**config.mk**
```make
export PLATFORM = sky130hd
export DESIGN_NAME = add_accum
export DESIGN_NICKNAME = d
export VERILOG_FILES = /design/src/rtl/add_accum.sv
export SDC_FILE = /design/constraint.sdc
export NUM_CORES = 1
export LEC_CHECK = 0
export CORE_AREA = 2 2 48 50
export DETAILED_ROUTE_END_ITERATION = 10
export DIE_AREA = 0 0 50 52
export GPL_ROUTABILITY_DRIVEN = 0
export MAX_ROUTING_LAYER = met4
export PLACE_DENSITY = 0.81
export SKIP_CTS_REPAIR_TIMING = 1
export SLEW_MARGIN = 30
export SYNTH_ARGS = -nofsm -noshare
export SYNTH_HDL_FRONTEND = slang
export SYNTH_SLANG_ARGS = --single-unit
export TNS_END_PERCENT = 1
```
**constraint.sdc**
```tcl
create_clock -name clk -period 1.7 [get_ports clk]
set_input_delay 0.17 -clock clk [delete_from_list [all_inputs] [get_ports clk]]
set_output_delay 0.17 -clock clk [all_outputs]
set_load 0.01 [all_outputs]
```
**src/rtl/add_accum.sv**
```systemverilog
// Frame accumulator behind the adder datapath: sums COUNT beats into an
// ACC_WIDTH register and presents each total with a sticky overflow flag.
module add_accum #(
    parameter int WIDTH     = 4,
    parameter int COUNT     = 4,
    parameter int ACC_WIDTH = 6
) (
    input  logic                 clk,
    input  logic                 rst_n,
    input  logic                 clear,
    input  logic                 in_valid,
    output logic                 in_ready,
    input  logic [WIDTH-1:0]     in_data,
    output logic                 out_valid,
    input  logic                 out_ready,
    output logic [ACC_WIDTH-1:0] out_sum,
    output logic                 out_ovf
);

    localparam int CNT_W = $clog2(COUNT + 1);
    localparam logic [CNT_W-1:0] LAST_CNT = CNT_W'(COUNT - 1);

    typedef enum logic {
        ACCUM,
        HOLD
    } state_t;

    state_t               state_q, state_d;
    logic [ACC_WIDTH-1:0] acc_q, acc_d;
    logic [ACC_WIDTH-1:0] sum_q, sum_d;
    logic [CNT_W-1:0]     cnt_q, cnt_d;
    logic                 ovf_q, ovf_d;
    logic                 sumOvf_q, sumOvf_d;

    logic                 accept;
    logic                 handshake;
    logic [ACC_WIDTH:0]   dataExt;
    logic [ACC_WIDTH:0]   addFull;

    // One spare bit above the accumulator captures the carry-out of each add.
    assign dataExt   = {{(ACC_WIDTH + 1 - WIDTH){1'b0}}, in_data};
    assign addFull   = {1'b0, acc_q} + dataExt;

    assign in_ready  = (state_q == ACCUM) ? 1'b1 : out_ready;
    assign out_valid = (state_q == HOLD);
    assign accept    = in_valid && in_ready;
    assign handshake = out_valid && out_ready;
    assign out_sum   = sum_q;
    assign out_ovf   = sumOvf_q;

    always_comb begin
        state_d  = state_q;
        acc_d    = acc_q;
        cnt_d    = cnt_q;
        ovf_d    = ovf_q;
        sum_d    = sum_q;
        sumOvf_d = sumOvf_q;

        if (clear) begin
            state_d = ACCUM;
            acc_d   = '0;
            cnt_d   = '0;
            ovf_d   = 1'b0;
        end else begin
            case (state_q)
                ACCUM: begin
                    if (accept) begin
                        acc_d = addFull[ACC_WIDTH-1:0];
                        ovf_d = ovf_q | addFull[ACC_WIDTH];
                        if (cnt_q == LAST_CNT) begin
                            cnt_d    = '0;
                            sum_d    = addFull[ACC_WIDTH-1:0];
                            sumOvf_d = ovf_q | addFull[ACC_WIDTH];
                            state_d  = HOLD;
                        end else begin
                            cnt_d = cnt_q + CNT_W'(1);
                        end
                    end
                end
                HOLD: begin
                    // A beat taken alongside the handshake opens the next frame.
                    if (handshake) begin
                        if (accept) begin
                            acc_d = dataExt[ACC_WIDTH-1:0];
                            ovf_d = 1'b0;
                            if (COUNT == 1) begin
                                cnt_d    = '0;
                                sum_d    = dataExt[ACC_WIDTH-1:0];
                                sumOvf_d = 1'b0;
                            end else begin
                                cnt_d   = CNT_W'(1);
                                state_d = ACCUM;
                            end
                        end else begin
                            acc_d   = '0;
                            cnt_d   = '0;
                            ovf_d   = 1'b0;
                            state_d = ACCUM;
                        end
                    end
                end
                default: state_d = ACCUM;
            endcase
        end
    end

    always_ff @(posedge clk or negedge rst_n) begin
        if (!rst_n) begin
            state_q  <= ACCUM;
            acc_q    <= '0;
            cnt_q    <= '0;
            ovf_q    <= 1'b0;
            sum_q    <= '0;
            sumOvf_q <= 1'b0;
        end else begin
            state_q  <= state_d;
            acc_q    <= acc_d;
            cnt_q    <= cnt_d;
            ovf_q    <= ovf_d;
            sum_q    <= sum_d;
            sumOvf_q <= sumOvf_d;
        end
    end

endmodule

```
# Yosys cells after proc, flatten, opt, wreduce, memory -nomap -nowiden
# Index checks and enable logic that the tools add are counted.
# word_totals
regBits,18
inputBits,9
output_inout_bits,9
wordCells,39
# classes
n_addsub,2
n_eq_ne,3
n_mux,21
bitwise_logic,3
n_reduce_logical,4
# op_table
cell,count
6-bit 2-to-1 mux,3
3-bit 2-to-1 mux,4
6-bit case mux with 2 select lines,1
1-bit 2-to-1 mux,9
6-bit by 4-bit adder with 7-bit output,1
3-bit case mux with 2 select lines,1
4-bit 2-to-1 mux,1
1-bit case mux with 2 select lines,2
4-bit AND reduction,1
3-bit by 1-bit adder with 3-bit output (second input constant),1
3-bit by 2-bit equality test with 1-bit output (second input constant),1
3-bit by 2-bit != test with 1-bit output (second input constant),1
3-bit != test (second input constant),1
1-bit logical AND,2
1-bit NOT,2
2-bit AND reduction,1
1-bit OR,1

# Depth between registers and ports, before layout
# depth
ltp_word,6
ltp_mapped,7
depth_no_buf,7

# Least setup slack after synthesis
# OpenSTA, ideal clock, no wires.
# synth_path
path_kind,register -> register
from,reg acc_q[0]
to,reg sum_q[4] (netlist: out_sum[4])
setup_time_ps,92
t_arrival_ps,1451
required_ps,1608
setup_slack_ps,157
stages_incl_launch_ff,8
path_buffers,0
period_less_slack_ps,1543
path_cell_list,dfrtp_1 ha_1 inv_1 fa_1 nor2b_1 o21a_1 nor3_1 o31ai_2
# synth_via
elab_chain_cells,1
# synth_rtl
element,line_no,rtl
start: declaration,29,"logic [ACC_WIDTH-1:0] acc_q, acc_d;"
start signal: assignment,110,acc_q <= '0;
start signal: assignment,117,acc_q <= acc_d;
6-bit by 4-bit adder with 7-bit output,42,"assign addFull = {1'b0, acc_q} + dataExt;"
end signal: assignment,120,sum_q <= sum_d;
end: declaration,30,"logic [ACC_WIDTH-1:0] sum_q, sum_d;"
# No other way between the ends.
# A chain may end at the register's enable or synchronous reset.

# Final worst setup path
# layout_path
from,reg acc_q[0]
to,reg acc_q[4]
# layout_via
elab_chain_cells,4
# layout_rtl
element,line_no,rtl
6-bit by 4-bit adder with 7-bit output,42,
6-bit 2-to-1 mux,67,if (accept) begin
6-bit case mux with 2 select lines,65,case (state_q)
6-bit 2-to-1 mux,59,if (clear) begin
# No other way between the ends. The select of a mux whose other input is x is not followed.

==> reports/results.ini <==
[setup_path]
cp-endpoint = acc_q[4]
reg2reg_slack_ns = 0.03
crit_chain = ha_1, inv_1, fa_2, nor2b_1, o21a_2, o311a_1, a21oi_1
worstPathRequired_ns = 1.93
reg2reg_to = acc_q[4]
crit_fanout = 5
cp.depth = 7
cp_slowest_cell = dfrtp_1
arrival_ns = 1.90
r2r-start = acc_q[0]
setup.worst_path.end_class = flop
max_stage_delay_ns = 0.41
path_buf_inv = 1
cp-startpoint = acc_q[0]
worstSetupStartpointType = flop
ff2ff_path_depth = 7
path_delay_family = compound AO/OA/AOI/OAI gates
crit_type = reg2reg

[detailed_routing]
vias_per_cell = 5.394
drtPass1Iterations = 4
ant_nets = 0
wl_per_cell_um = 13.27
drcViolationCount = 0
dr.first_iter.drc_count = 14
num_vias = 836
wl_mm = 2.057

[global_routing]
antenna_found_initial = 0
grt_pass1_vias = 835
grt_first_pass_wirelength_mm = 3.408
grt_max_degree = 19
track_usage = 0.1799
grt-ovfl-total = 0

[die]
die_w_um = 50
boundaryPins = 18
rows = 17
start_util = 0.4617
core_area_mm2 = 0.002106
dieArea_mm2 = 0.002600
die_y_um = 52

[synth]
synth-async-reset-ratio = 1.000
syn_area_um2 = 972.2
ys.warnings.count = 0
syn_nets = 113
synth_area_leader_cell = dfrtp_1
synth_flop_cell = dfrtp_1
synth_edf_count = 0
synth-seq-cells = 18
synth_top_area_frac = 0.4633
synthTopCellsByArea = dfrtp_1 46%, ha_1 6.4%, a21oi_1 4.1%
syn-mean-instance-area_um2 = 9.920
yosysSeqAreaShare = 0.4633
synth_cells = 98
ys_types = 34

[layout]
layout_commonest_cell = dfrtp_1
final_cell_mix = 17 x dfrtp_1, 16 x clkdlybuf4s50_1, 11 x buf_4, 10 x nand2_1
post-route-util = 0.6049
multi_input_area_um2 = 483.0
layout-drive-gt1-share = 0.1732
fin_nets = 144
regArea_um2 = 451.7
syn_to_final_growth_pct = 31.02
fillers = 171
antenna_cells = 0

[power_and_ir_drop]
p_per_area_mw_per_mm2 = 1145
vdd_drop_max_uv = 670.5
p_leak_nw = 0.5846

[sta]
maxSlewViolCount = 0
hold_viol = 0
max_freq_mhz = 599.4
worst_pin_slew_ns = 0.3333
slew_headroom = 0.7770
whs_ns = 0.1869
layout_setup_ws_ns = 0.03165
post-route-period-util = 0.9814
finalSetupViolations = 0
clock_skew_ns = 0.006892
rsz0062_at_grt = yes
fin_crit_ns = 1.668

[clock_tree]
cts.htree.levels = 1
cts_tree = done
cts-buffers-inserted = 3
clkSlewWorstSetupHoldPaths_ns = 0.10
cts_root_buffer = clkbuf_4
clockBufferDepth = 2
clock_latency_ns = 0.30
cts.sinks = 18

[worst_hold_path]
hp-class = in2async

[placement]
dpl.hpwl_mm = 1.524
io_buffers = 17
dp_slack_ns = -0.2728

[flow_run]
maxCapViolCount = 0

[outcome]
status = finished clean

==> how the worst min path moves through the flow <==
stage | from | endpoint | slack, ns | cells after the start
finish | rst_n | out_sum[1] | 0.19 | 2
floorplan | rst_n | acc_q[0] | -0.13 | 0
global route | rst_n | out_sum[5] | 0.22 | 2
CTS | rst_n | out_sum[1] | 0.19 | 2
detailed placement | ovf_q | ovf_q | 0.47 | 2
global placement | out_sum[1] | out_sum[1] | 0.46 | 2
==> report_power, final <==
group / leakage (nW) / total [mW] / internal (mW) / switching (mW)
Sequential: 0.233 / 0.644 / 0.556 / 0.0878
Clock: 0.0138 / 0.209 / 0.0826 / 0.126
Combinational: 0.338 / 0.606 / 0.341 / 0.265
==> cells in the mapped netlist, types with 2 or more instances <==
| cell type | count |
|---|---|
| ha_1 | 5 |
| a22oi_1 | 2 |
| nand2b_1 | 2 |
| xnor2_1 | 2 |
| a21oi_1 | 8 |
| mux2_2 | 2 |
| o21ai_0 | 8 |
| o21a_1 | 2 |
| nand2_1 | 10 |
| o21bai_1 | 2 |
| inv_1 | 7 |
| dfrtp_1 | 18 |
| a31oi_1 | 3 |
| nor2b_1 | 2 |
| nor2_1 | 6 |
==> sequential cells by signal, indices dropped and copies added, names as in the netlist <==
register and count:
acc_q 6, out_sum 6, cnt_q 3, out_ovf 1, out_valid 1, ovf_q 1
==> per-stage QoR <==
step,power (mW),std cells,TNS (ns),area (µm²)
2_1_floorplan,0.9573,98,0,972.2
3_3_place_gp,1.220,150,-1.265,1229
3_5_place_dp,1.250,150,-1.627,1229
4_1_cts,1.463,153,-0.04142,1251
5_1_grt,1.570,155,-0.1223,1274
6_report,1.459,155,0,1274
==> cell families after synthesis <==
family | Yosys count | share of synthesized area
compound gates | 33 | 0.2201
simple gates | 27 | 0.1377
flops | 18 | 0.4633
buf+inv | 9 | 0.04376
fa+ha+maj | 6 | 0.08494
xor+xnor | 3 | 0.02703
mux | 2 | 0.02316
==> layout make-up <==
cell class              count  area share
inverters                   7     0.02063
repair buffers             28      0.2004
flip-flops and latches     18      0.3546
well taps                  28     0.02750
multi-input cells          71      0.3792
clock buffers               3     0.01768
==> metal layers <==
| metal | vias up | global-route usage | share of wire |
|---|---|---|---|
| met3 | 5 | 0.02011 | 0.020 |
| met5 | - | - | 0 |
| met4 | 0 | 0.1204 | 0.025 |
| met1 | 408 | 0.1956 | 0.45 |
| li1 | 410 | - | - |
| met2 | 13 | 0.3114 | 0.50 |
(Power assumes the default switching activity.)
